`config.mk`:
```
export PLATFORM = sky130hd
export DESIGN_NAME = demux_vc_flat
export DESIGN_NICKNAME = d
export VERILOG_FILES = /design/src/rtl/demux_vc_if.sv /design/src/rtl/demux_vc.sv /design/src/flat_wrapper.sv
export SDC_FILE = /design/constraint.sdc
export NUM_CORES = 1
export LEC_CHECK = 0
export ABC_AREA = 1
export CORE_MARGIN = 2
export CORE_UTILIZATION = 61
export DETAILED_ROUTE_END_ITERATION = 10
export DONT_BUFFER_PORTS = 1
export PLACE_DENSITY = 0.87
export SYNTH_ARGS = -nofsm -noshare
export SYNTH_HDL_FRONTEND = slang
export SYNTH_SLANG_ARGS = --single-unit
```
`constraint.sdc`:
```
create_clock -name clk -period 1.54 [get_ports clk]
set_input_delay 0.308 -clock clk [delete_from_list [all_inputs] [get_ports clk]]
set_output_delay 0.308 -clock clk [all_outputs]
set_load 0.03 [all_outputs]
```
`src/rtl/demux_vc_if.sv`:
```
// Link-side and FIFO-side signals of the VC demultiplexer.
// The slave modport is the demux itself; master is the link source plus both FIFOs.
interface demux_vc_if #(
   parameter int unsigned DATA_SIZE = 6,
   parameter int unsigned CNT_SIZE  = 4
);
   logic                 valid_in;
   logic [DATA_SIZE-1:0] data_in;
   logic                 ready_in;
   logic                 full_vc0;
   logic                 full_vc1;
   logic                 push_vc0;
   logic                 push_vc1;
   logic [DATA_SIZE-1:0] data_vc0;
   logic [DATA_SIZE-1:0] data_vc1;
   logic [CNT_SIZE-1:0]  count_vc0;
   logic [CNT_SIZE-1:0]  count_vc1;

   modport slave (
      input  valid_in, data_in, full_vc0, full_vc1,
      output ready_in, push_vc0, push_vc1, data_vc0, data_vc1, count_vc0, count_vc1
   );

   modport master (
      output valid_in, data_in, full_vc0, full_vc1,
      input  ready_in, push_vc0, push_vc1, data_vc0, data_vc1, count_vc0, count_vc1
   );
endinterface

```
`src/rtl/demux_vc.sv`:
```
// Receive-side VC demultiplexer: steers each word to VC0/VC1 by its top bit,
// parking it in a one-entry hold register while the target FIFO is full.
module demux_vc #(
   parameter int unsigned DATA_SIZE = 6,
   parameter int unsigned CNT_SIZE  = 4
) (
   input  logic       clk,
   input  logic       reset,
   demux_vc_if.slave  bus
);

   typedef enum logic {PASS, HOLD} state_t;

   localparam logic [CNT_SIZE-1:0] CNT_ONE = {{(CNT_SIZE-1){1'b0}}, 1'b1};

   state_t               state;
   logic [DATA_SIZE-1:0] hold;
   logic                 in_vc;
   logic                 hold_vc;

   assign in_vc       = bus.data_in[DATA_SIZE-1];
   assign hold_vc     = hold[DATA_SIZE-1];
   // Pure state decode keeps ready_in free of any path from full_vcX or valid_in.
   assign bus.ready_in = (state == PASS);

   always_ff @(posedge clk or posedge reset) begin
      if (reset) begin
         state         <= PASS;
         hold          <= '0;
         bus.push_vc0  <= 1'b0;
         bus.push_vc1  <= 1'b0;
         bus.data_vc0  <= '0;
         bus.data_vc1  <= '0;
         bus.count_vc0 <= '0;
         bus.count_vc1 <= '0;
      end else begin
         bus.push_vc0 <= 1'b0;
         bus.push_vc1 <= 1'b0;
         case (state)
            PASS: begin
               if (bus.valid_in) begin
                  if (!in_vc) begin
                     if (!bus.full_vc0) begin
                        bus.push_vc0  <= 1'b1;
                        bus.data_vc0  <= bus.data_in;
                        bus.count_vc0 <= bus.count_vc0 + CNT_ONE;
                     end else begin
                        hold  <= bus.data_in;
                        state <= HOLD;
                     end
                  end else begin
                     if (!bus.full_vc1) begin
                        bus.push_vc1  <= 1'b1;
                        bus.data_vc1  <= bus.data_in;
                        bus.count_vc1 <= bus.count_vc1 + CNT_ONE;
                     end else begin
                        hold  <= bus.data_in;
                        state <= HOLD;
                     end
                  end
               end
            end
            HOLD: begin
               if (!hold_vc && !bus.full_vc0) begin
                  bus.push_vc0  <= 1'b1;
                  bus.data_vc0  <= hold;
                  bus.count_vc0 <= bus.count_vc0 + CNT_ONE;
                  state         <= PASS;
               end else if (hold_vc && !bus.full_vc1) begin
                  bus.push_vc1  <= 1'b1;
                  bus.data_vc1  <= hold;
                  bus.count_vc1 <= bus.count_vc1 + CNT_ONE;
                  state         <= PASS;
               end
            end
            default: state <= PASS;
         endcase
      end
   end

endmodule

```
`src/flat_wrapper.sv`:
```
// flat-port wrapper written by rule: the top's interface ports become plain ports
module demux_vc_flat 
#(
   parameter int unsigned DATA_SIZE = 6,
   parameter int unsigned CNT_SIZE  = 4
)
  (clk, reset, bus_valid_in, bus_data_in, bus_full_vc0, bus_full_vc1, bus_ready_in, bus_push_vc0, bus_push_vc1, bus_data_vc0, bus_data_vc1, bus_count_vc0, bus_count_vc1);
  demux_vc_if #(.DATA_SIZE(DATA_SIZE), .CNT_SIZE(CNT_SIZE)) bus_i ();
  input  logic clk;
  input  logic reset;
  input wire logic [$bits(bus_i.valid_in)-1:0] bus_valid_in;
  input wire logic [$bits(bus_i.data_in)-1:0] bus_data_in;
  input wire logic [$bits(bus_i.full_vc0)-1:0] bus_full_vc0;
  input wire logic [$bits(bus_i.full_vc1)-1:0] bus_full_vc1;
  output wire logic [$bits(bus_i.ready_in)-1:0] bus_ready_in;
  output wire logic [$bits(bus_i.push_vc0)-1:0] bus_push_vc0;
  output wire logic [$bits(bus_i.push_vc1)-1:0] bus_push_vc1;
  output wire logic [$bits(bus_i.data_vc0)-1:0] bus_data_vc0;
  output wire logic [$bits(bus_i.data_vc1)-1:0] bus_data_vc1;
  output wire logic [$bits(bus_i.count_vc0)-1:0] bus_count_vc0;
  output wire logic [$bits(bus_i.count_vc1)-1:0] bus_count_vc1;
  assign bus_i.valid_in = bus_valid_in;
  assign bus_i.data_in = bus_data_in;
  assign bus_i.full_vc0 = bus_full_vc0;
  assign bus_i.full_vc1 = bus_full_vc1;
  assign bus_ready_in = bus_i.ready_in;
  assign bus_push_vc0 = bus_i.push_vc0;
  assign bus_push_vc1 = bus_i.push_vc1;
  assign bus_data_vc0 = bus_i.data_vc0;
  assign bus_data_vc1 = bus_i.data_vc1;
  assign bus_count_vc0 = bus_i.count_vc0;
  assign bus_count_vc1 = bus_i.count_vc1;
  demux_vc #(.DATA_SIZE(DATA_SIZE), .CNT_SIZE(CNT_SIZE)) u_core (.clk(clk), .reset(reset), .bus(bus_i));
endmodule
```
; ---- Word level (Yosys, flattened, before mapping)
; Cells that the tools add are included.
[word_totals]
regBits = 29
elab_cells = 72
[op_classes]
n_eq_ne = 9
muxes = 43
add_sub_neg = 2
bitwise_logic = 1
n_reduce_logical = 9
[op_table]
columns = operator, n
row1 = two-way mux 6 bit, 12
row2 = two-way mux 4 bit, 9
row3 = case mux 6 bit (2 select lines), 2
row4 = "!= test 2 bit, second input constant", 8
row5 = case mux 4 bit (2 select lines), 2
row6 = two-way mux 1 bit, 15
row7 = "adder 4 x 1 -> 4 bit, second input constant", 2
row8 = AND reduction 4 bit, 2
row9 = case mux 1 bit (2 select lines), 3
row10 = AND reduction 5 bit, 1
row11 = logical NOT 1 bit, 3
row12 = logical AND 1 bit, 2
row13 = "!= test 2 x 1 -> 1 bit, second input constant", 1
row14 = nonzero test 2 bit, 1
row15 = NOT 1 bit, 1

; ---- Logic depth before layout (Yosys ltp)
; Gate-level depths: netlist (run 1).
[logic_depth]
word_depth = 5
depth_mapped = 7
depth_no_buf = 6

; ---- Least setup slack after synthesis (run 1)
; No wires, ideal clock.
[synth_timing]
kind = reg2reg
start = reg u_core.bus.count_vc1[0]
end = reg u_core.bus.count_vc1[2]
setup_slack_ps = 385
required_ps = 1422
t_arrival_ps = 1038
stages_incl_launch_ff = 5
cell_sequence = dfrtp_1 ha_1 xor2_1 nand2_1 nand2_1
[synth_via]
elab_chain_len = 5
word_cells_on_any_way = 7
classes_between = add/sub (1) / mux (6)
[synth_rtl]
columns = element, line_no
row1 = start: declaration, demux_vc_if.sv:21  ; output ready_in, push_vc0, push_vc1, data_vc0, data_vc1, count_vc0, count_vc1
row2 = start signal: assignment, demux_vc.sv:55  ; bus.count_vc1 <= bus.count_vc1 + CNT_ONE;
row3 = start signal: assignment, demux_vc.sv:72  ; bus.count_vc1 <= bus.count_vc1 + CNT_ONE;
row4 = adder 4 x 1 -> 4 bit *, "demux_vc.sv:55, demux_vc.sv:72"
row5 = two-way mux 4 bit, demux_vc.sv:52  ; if (!bus.full_vc1) begin
row6 = two-way mux 4 bit, demux_vc.sv:42  ; if (!in_vc) begin
row7 = two-way mux 4 bit, demux_vc.sv:41  ; if (bus.valid_in) begin
row8 = case mux 4 bit (2 select lines) *, demux_vc.sv:39  ; case (state)
; Mark *: on every way between the ends. The rest lies on a longest branch, timed or not. The select of a mux whose other input is x is not followed.
; A chain may end at the register's enable or synchronous reset.

; ---- Final worst setup path (run 1)
[layout_timing]
start = reg u_core.state
end = out bus_ready_in
[layout_via]
elab_chain_len = 1
[layout_rtl]
columns = element, line_no
row1 = start: declaration, demux_vc.sv:16  ; state_t state;
row2 = start signal: assignment, demux_vc.sv:28  ; state <= PASS;
row3 = start signal: assignment, demux_vc.sv:49  ; state <= HOLD;
row4 = start signal: assignment, demux_vc.sv:58  ; state <= HOLD;
row5 = NOT 1 bit (no line), n/a
row6 = end: declaration, flat_wrapper.sv:15  ; output wire logic [$bits(bus_i.ready_in)-1:0] bus_ready_in;
; Every way passes these cells.

==> results of run 1 <==
path summary, 6_finish.rpt:
| check | from | end | slack [ps] |
|---|---|---|---|
| hold / removal | bus_full_vc1 | u_core.hold[5] | 130 |
| max in group asynchronous | reset | u_core.state | 790 |
| setup reg to reg | u_core.state | u_core.bus.count_vc1[3] | 180 |
| hold reg to reg | u_core.hold[2] | u_core.hold[2] | 490 |
| min in group asynchronous | reset | u_core.bus.count_vc0[2] | 290 |
| setup / recovery | u_core.state | bus_ready_in | 100 |
cell families (layout without fill, tap and decap cells):
logic type | after synthesis | after routing | share of synthesized area
compound gates | 2 | 2 | 0.00746
buf+inv | 14 | 26 | 0.0522
flops | 29 | 29 | 0.541
simple gates | 112 | 112 | 0.368
xor+xnor | 2 | 2 | 0.0131
fa+ha+maj | 2 | 2 | 0.0187
registers in the layout, indices dropped and copies added, names as in the netlist:
signal,cells
u_core.hold,6
u_core.bus.count_vc1,4
u_core.state,1
u_core.bus.data_vc1,6
u_core.bus.push_vc0,1
u_core.bus.push_vc1,1
u_core.bus.count_vc0,4
u_core.bus.data_vc0,6
power breakdown:
part	internal, mW	leakage [nW]	switching, mW
registers	1.05	0.364	0.660
clock network	0.215	0.0314	0.251
logic	0.335	0.428	0.559
cells in the final DEF, fill, tap and decap left out, drive strengths merged:
cell type | synthesis | layout
dfrtp | 29 | 29
xor2 | 2 | 2
ha | 2 | 2
nand4 | 2 | 2
nor2 | 6 | 6
inv | 10 | 10
clkbuf | 0 | 7
nand3b | 1 | 1
o21ai | 2 | 2
nand2 | 77 | 77
nand3 | 26 | 26
buf | 4 | 8
dlygate4sd3 | 0 | 1
per-layer routing:
| metal | GRT usage | vias up | wire, µm |
|---|---|---|---|
| met5 | 0 | - | 0 |
| met4 | 0.113 | 0 | 44 |
| met3 | 0.111 | 7 | 229 |
| met2 | 0.436 | 48 | 1500 |
| met1 | 0.289 | 541 | 1090 |
| li1 | - | 529 | - |
final cells by class:
type                            instances  area [µm²]  share of cell area
Clock buffer                            7        55.1              0.0374
Inverter                               10        37.5              0.0255
Multi-Input combinational cell        118         548               0.372
Sequential cell                        29         727               0.494
Tap cell                               27        33.8              0.0230
Timing Repair Buffer                    9        70.1              0.0476
what timing repair did:
item,4_1_cts,5_1_grt
hold endpoints to repair,14,0
gates resized for setup,1,2
endpoints found under the setup margin,1,10
hold buffers,1,0
setup buffers,1,0
pin swaps,0,0
gates cloned,0,0
==> summary.txt, run 1 <==
Worst setup path
  • Worst Path Required: 1230 ps
  • Worst Reg-to-Reg Cells: 5
  • CP startpoint kind: flop
  • Crit-path most repeated cell: buf_4
  • WS Path Type: reg2out
  • CP delay by family, top: flip-flops
  • CP cell instances: buf_4, inv_2, buf_4
  • Worst path max stage delay: 410 ps
  • Bufs and invs on worst path: 3
  • Worst-path maximum fanout: 6
  • Crit-path slowest cell: dfrtp_2
  • Worst EP arrival: 1140 ps
  • Worst path depth: 3
  • CP endpoint kind: primary output

Synth
  • Post-Synthesis Mean Instance Area: 8.33 µm²
  • Count of flip-flops with a built-in enable after synthesis: 0
  • Commonest cells in the netlist: 73 x nand2_1, 29 x dfrtp_1, 26 x nand3_1, 10 x inv_1, 5 x nor2_1
  • Syn Nets: 174
  • Ys async rst share: 1.00
  • Synth top area cells: dfrtp_1 54%, nand2_1 20%, nand3_1 9.7%
  • Synth Flop Type: dfrtp_1
  • Cell taking the most area after synthesis: dfrtp_1
  • Post-synthesis sequential area ratio: 0.541
  • Count leader, synth: nand2_1
  • Synth warn: 0
  • Yosys cell types: 15
  • Syn Inst Count: 161
  • Top cell type's share of synthesized area: 0.541
  • #FFs+latches synth: 29
  • Post-Syn Area: 1340 µm²

Clock tree
  • Reg clk slew, reported paths: 80 ps
  • CTS root buffer: clkbuf_4
  • Worst-Skew Late Latency: 330 ps
  • CTS tree: done
  • CTS Sinks: 29
  • Clk buf depth: 2
  • H-tree levels: 2
  • Num CTS Buffers: 5

Min path
  • Worst Hold Path Cells: 2
  • Hold crit path type: in2reg

Route
  • Drt drc: 0
  • Drt first pass iters: 4
  • Vias per cell: 5.63
  • Via count: 1125
  • Post-route ant nets: 0
  • Final wirelength: 2.87 mm
  • Drt first-iter violations: 27
  • Drt wl/cell: 14.4 µm

Finish
  • Antenna Cells: 0
  • Final Cell Area: 1470 µm²
  • Layout cells sized above 1: 0.127
  • Non-Filler Instances: 200
  • Final #Nets: 186
  • Fillers: 155
  • Fin util: 0.728
  • Area delta synth->final: 9.70%

Floorplanning
  • Site Rows: 16
  • Die area: 2590 µm²
  • Die Span X: 50.9 µm
  • Die height: 50.9 µm
  • Starting Density: 0.663
  • IO Count: 34
  • Core region area: 2020 µm²

Run status
  • Status: finished, final reports clean

STA
  • Setup TNS: 0 ps
  • Fmax: 692 MHz
  • Final Skew: 12.8 ps
  • Setup-failing EPs final: 0
  • Final Hold Viols: 0
  • Slew margin rel.: 0.721
  • Final Slew Violations: 0
  • PnR worst setup slack: 95.7 ps
  • RSZ-0062 raised after global routing: false
  • Hold_ws: 128 ps
  • Period minus WS final: 1440 ps
  • Final period utilization: 0.938
  • Slew @ Worst Pin: 419 ps

Place
  • Port Buf Inserts: 0
  • HPWL Detailed: 2.17 mm
  • Placer Congestion: 0.853
  • Post-detailed-placement cell area: 1400 µm²
  • Worst slack at placement: 124 ps
  • Placed cells: 191

Global route
  • Largest net degree at the start of global routing: 16
  • First-pass GRT wire length: 4.87 mm
  • Initial antenna violation count: 0
  • Vias in the first global route: 1078
  • Gr usage total: 0.260
  • Grt ovf: 0

Power
  • Peak supply drop: 1.20 mV
  • Leakage Power: 0.823 nW
  • Tot Pwr: 3.07 mW
  • Pwr per Cell Area: 2090 nW/µm²

Job
  • Max Cap Viol: 0
Note: power is estimated with default switching activity, not from simulation.
==> inputs of run 2 (changes only) <==
- CTS_BUF_LIST: unset -> sky130_fd_sc_hd__clkbuf_16
==> summary.txt, run 2 (synthesis gave the netlist of run 1 again) <==
Finish
  • Most frequent cells in the layout: 72 x nand2_1, 28 x dfrtp_1, 26 x nand3_1
  • Fillers: 134 (-14%)
  • Final Cell Area: 1570 µm² (+6.5%)
  • Area delta synth->final: 16.8%
  • Final #Nets: 186 (unchanged)
  • Top Registers: u_core.bus.data_vc0: 6 flops, u_core.bus.data_vc1: 6 flops, u_core.hold: 6 flops
  • Commonest non-fill, non-tap cell in the layout: nand2_1
  • Antenna Cells: 0 (unchanged)
  • Register area: 727 µm² (unchanged)
  • Layout cells sized above 1: 0.116 (-0.0116)
  • Area occupied by multi-input gates: 553 µm² (+0.91%)

STA
  • Fmax: 673 MHz (-2.7%)
  • Setup TNS: 0 ps (unchanged)
  • Final Skew: 3.32 ps (-9.44 ps)
  • Final period utilization: 0.964 (+0.0264)
  • Slew margin rel.: 0.701 (-0.0196)
  • Final Slew Violations: 0 (unchanged)
  • Period minus WS final: 1490 ps (+40.7 ps)
  • Final Hold Viols: 0 (unchanged)
  • RSZ-0062 raised after global routing: false
  • Setup-failing EPs final: 0 (unchanged)
  • Slew @ Worst Pin: 448 ps (+29.5 ps)

Floorplanning
  • IO Count: 34 (unchanged)
  • Core region area: 2020 µm² (unchanged)
  • Die area: 2590 µm² (unchanged)
  • Starting Density: 0.663 (unchanged)
  • Die height: 50.9 µm (unchanged)
  • Site Rows: 16 (unchanged)
  • Die Span X: 50.9 µm (unchanged)

Global route
  • Gr usage total: 0.311 (+0.0508)
  • Initial antenna violation count: 0 (unchanged)
  • Vias in the first global route: 1178 (+9.3%)
  • First-pass GRT wire length: 5.61 mm (+15%)
  • Grt ovf: 0 (unchanged)
  • Largest net degree at the start of global routing: 16 (unchanged)

Place
  • Placer Congestion: 0.853 (unchanged)
  • Post-detailed-placement cell area: 1400 µm² (unchanged)
  • Port Buf Inserts: 0 (unchanged)
  • HPWL Detailed: 2.17 mm (unchanged)

Worst setup path
  • Worst EP arrival: 1180 ps (+40 ps)
  • Worst R2R Setup Slack: 190 ps (about the same)
  • CP endpoint kind: primary output
  • WS Path Type: reg2out
  • CP startpoint kind: flop
  • Worst-path maximum fanout: 6 (unchanged)
  • Worst Path Required: 1230 ps (about the same)

Route
  • Via count: 1177 (+4.6%)
  • Drt drc: 0 (unchanged)
  • Final wirelength: 3.41 mm (+19%)
  • Drt wl/cell: 17.1 µm (+19%)
  • Post-route ant nets: 0 (unchanged)
  • Vias per cell: 5.89 (+4.6%)
  • Drt first-iter violations: 40 (+48%)
  • Drt first pass iters: 5 (+1)

Clock tree
  • Clk buf depth: 2 (unchanged)
  • Worst-Skew Late Latency: 270 ps (-60 ps)
  • CTS Sinks: 29 (unchanged)
  • Num CTS Buffers: 5 (unchanged)
  • CTS tree: done
  • Reg clk slew, reported paths: 40 ps (-40 ps)
  • H-tree levels: 2 (unchanged)
  • CTS root buffer: clkbuf_16

Power
  • Leakage Power: 0.866 nW (+5.1%)
  • Peak supply drop: 1.51 mV (+26%)
  • Pwr per Cell Area: 2290 nW/µm² (+9.8%)

Run status
  • Status: finished, final reports clean

Min path
  • Hold crit path type: in2reg

Job
  • Max Cap Viol: 0 (unchanged)
-- run 2: cell types whose count changed in the layout (fill, tap and decap cells not counted), sizes merged --
cell / before / now
clkbuf: 7 / 5
clkinv: 0 / 1
inv: 10 / 11
-- run 2: worst max-delay path: stages (launching register included) --
cell,delay [ps]
dfrtp_2,430
buf_4,160
inv_1,140
buf_4,190
-- run 2: worst paths after layout --
kind,start,depth (start not counted),to
setup / recovery,u_core.state,3,bus_ready_in
hold / removal,bus_full_vc1,2,u_core.hold[5]
setup reg to reg,u_core.state,6,u_core.bus.count_vc0[1]
hold reg to reg,u_core.hold[4],2,u_core.hold[4]
max in group asynchronous,reset,3,u_core.state
min in group asynchronous,reset,2,u_core.bus.data_vc0[5]
-- run 2: area by class of cell --
class                   count  area share
well taps                  27      0.0216
multi-input cells         118       0.353
clock inverters             2     0.00479
repair buffers              9      0.0527
inverters                  10      0.0240
flip-flops and latches     29       0.464
clock buffers               5      0.0799
-- run 2: repair_timing --
item	in CTS	in global routing
hold buffers	1	0
gates cloned	0	0
setup buffers	1	0
gates resized for setup	1	2
setup endpoints to repair	1	9
hold endpoints to repair	3	0
-- run 2: per-layer routing --
layer  GRT usage  vias up  wire [µm]
li1            -      532          -
met1       0.312      549       1160
met2       0.542       76       1760
met3       0.111       20        305
met4       0.203        0        187
met5           0        -          0
-- run 2: metrics by stage --
stage | power [mW] | worst slack (ps) | hold slack [ps] | utilization | cells
after global placement | 2.51 | 211 | 90.8 | 0.690 | 191
final | 3.59 | 55.0 | 189 | 0.775 | 200
after detailed placement | 2.60 | 124 | 93.4 | 0.690 | 191
after CTS | 3.57 | 62.5 | 191 | 0.771 | 200
after global routing | 3.76 | 0.416 | 203 | 0.775 | 200
after floorplan | 2.32 | 385 | 386 | - | 161
-- run 2: power breakdown --
group          switching (mW)  internal [mW]  leakage, nW  total [mW]
registers               0.684           1.05        0.364        1.74
clock network           0.298          0.574       0.0685       0.871
logic                   0.620          0.357        0.433       0.977
total                    1.60           1.98        0.866        3.59
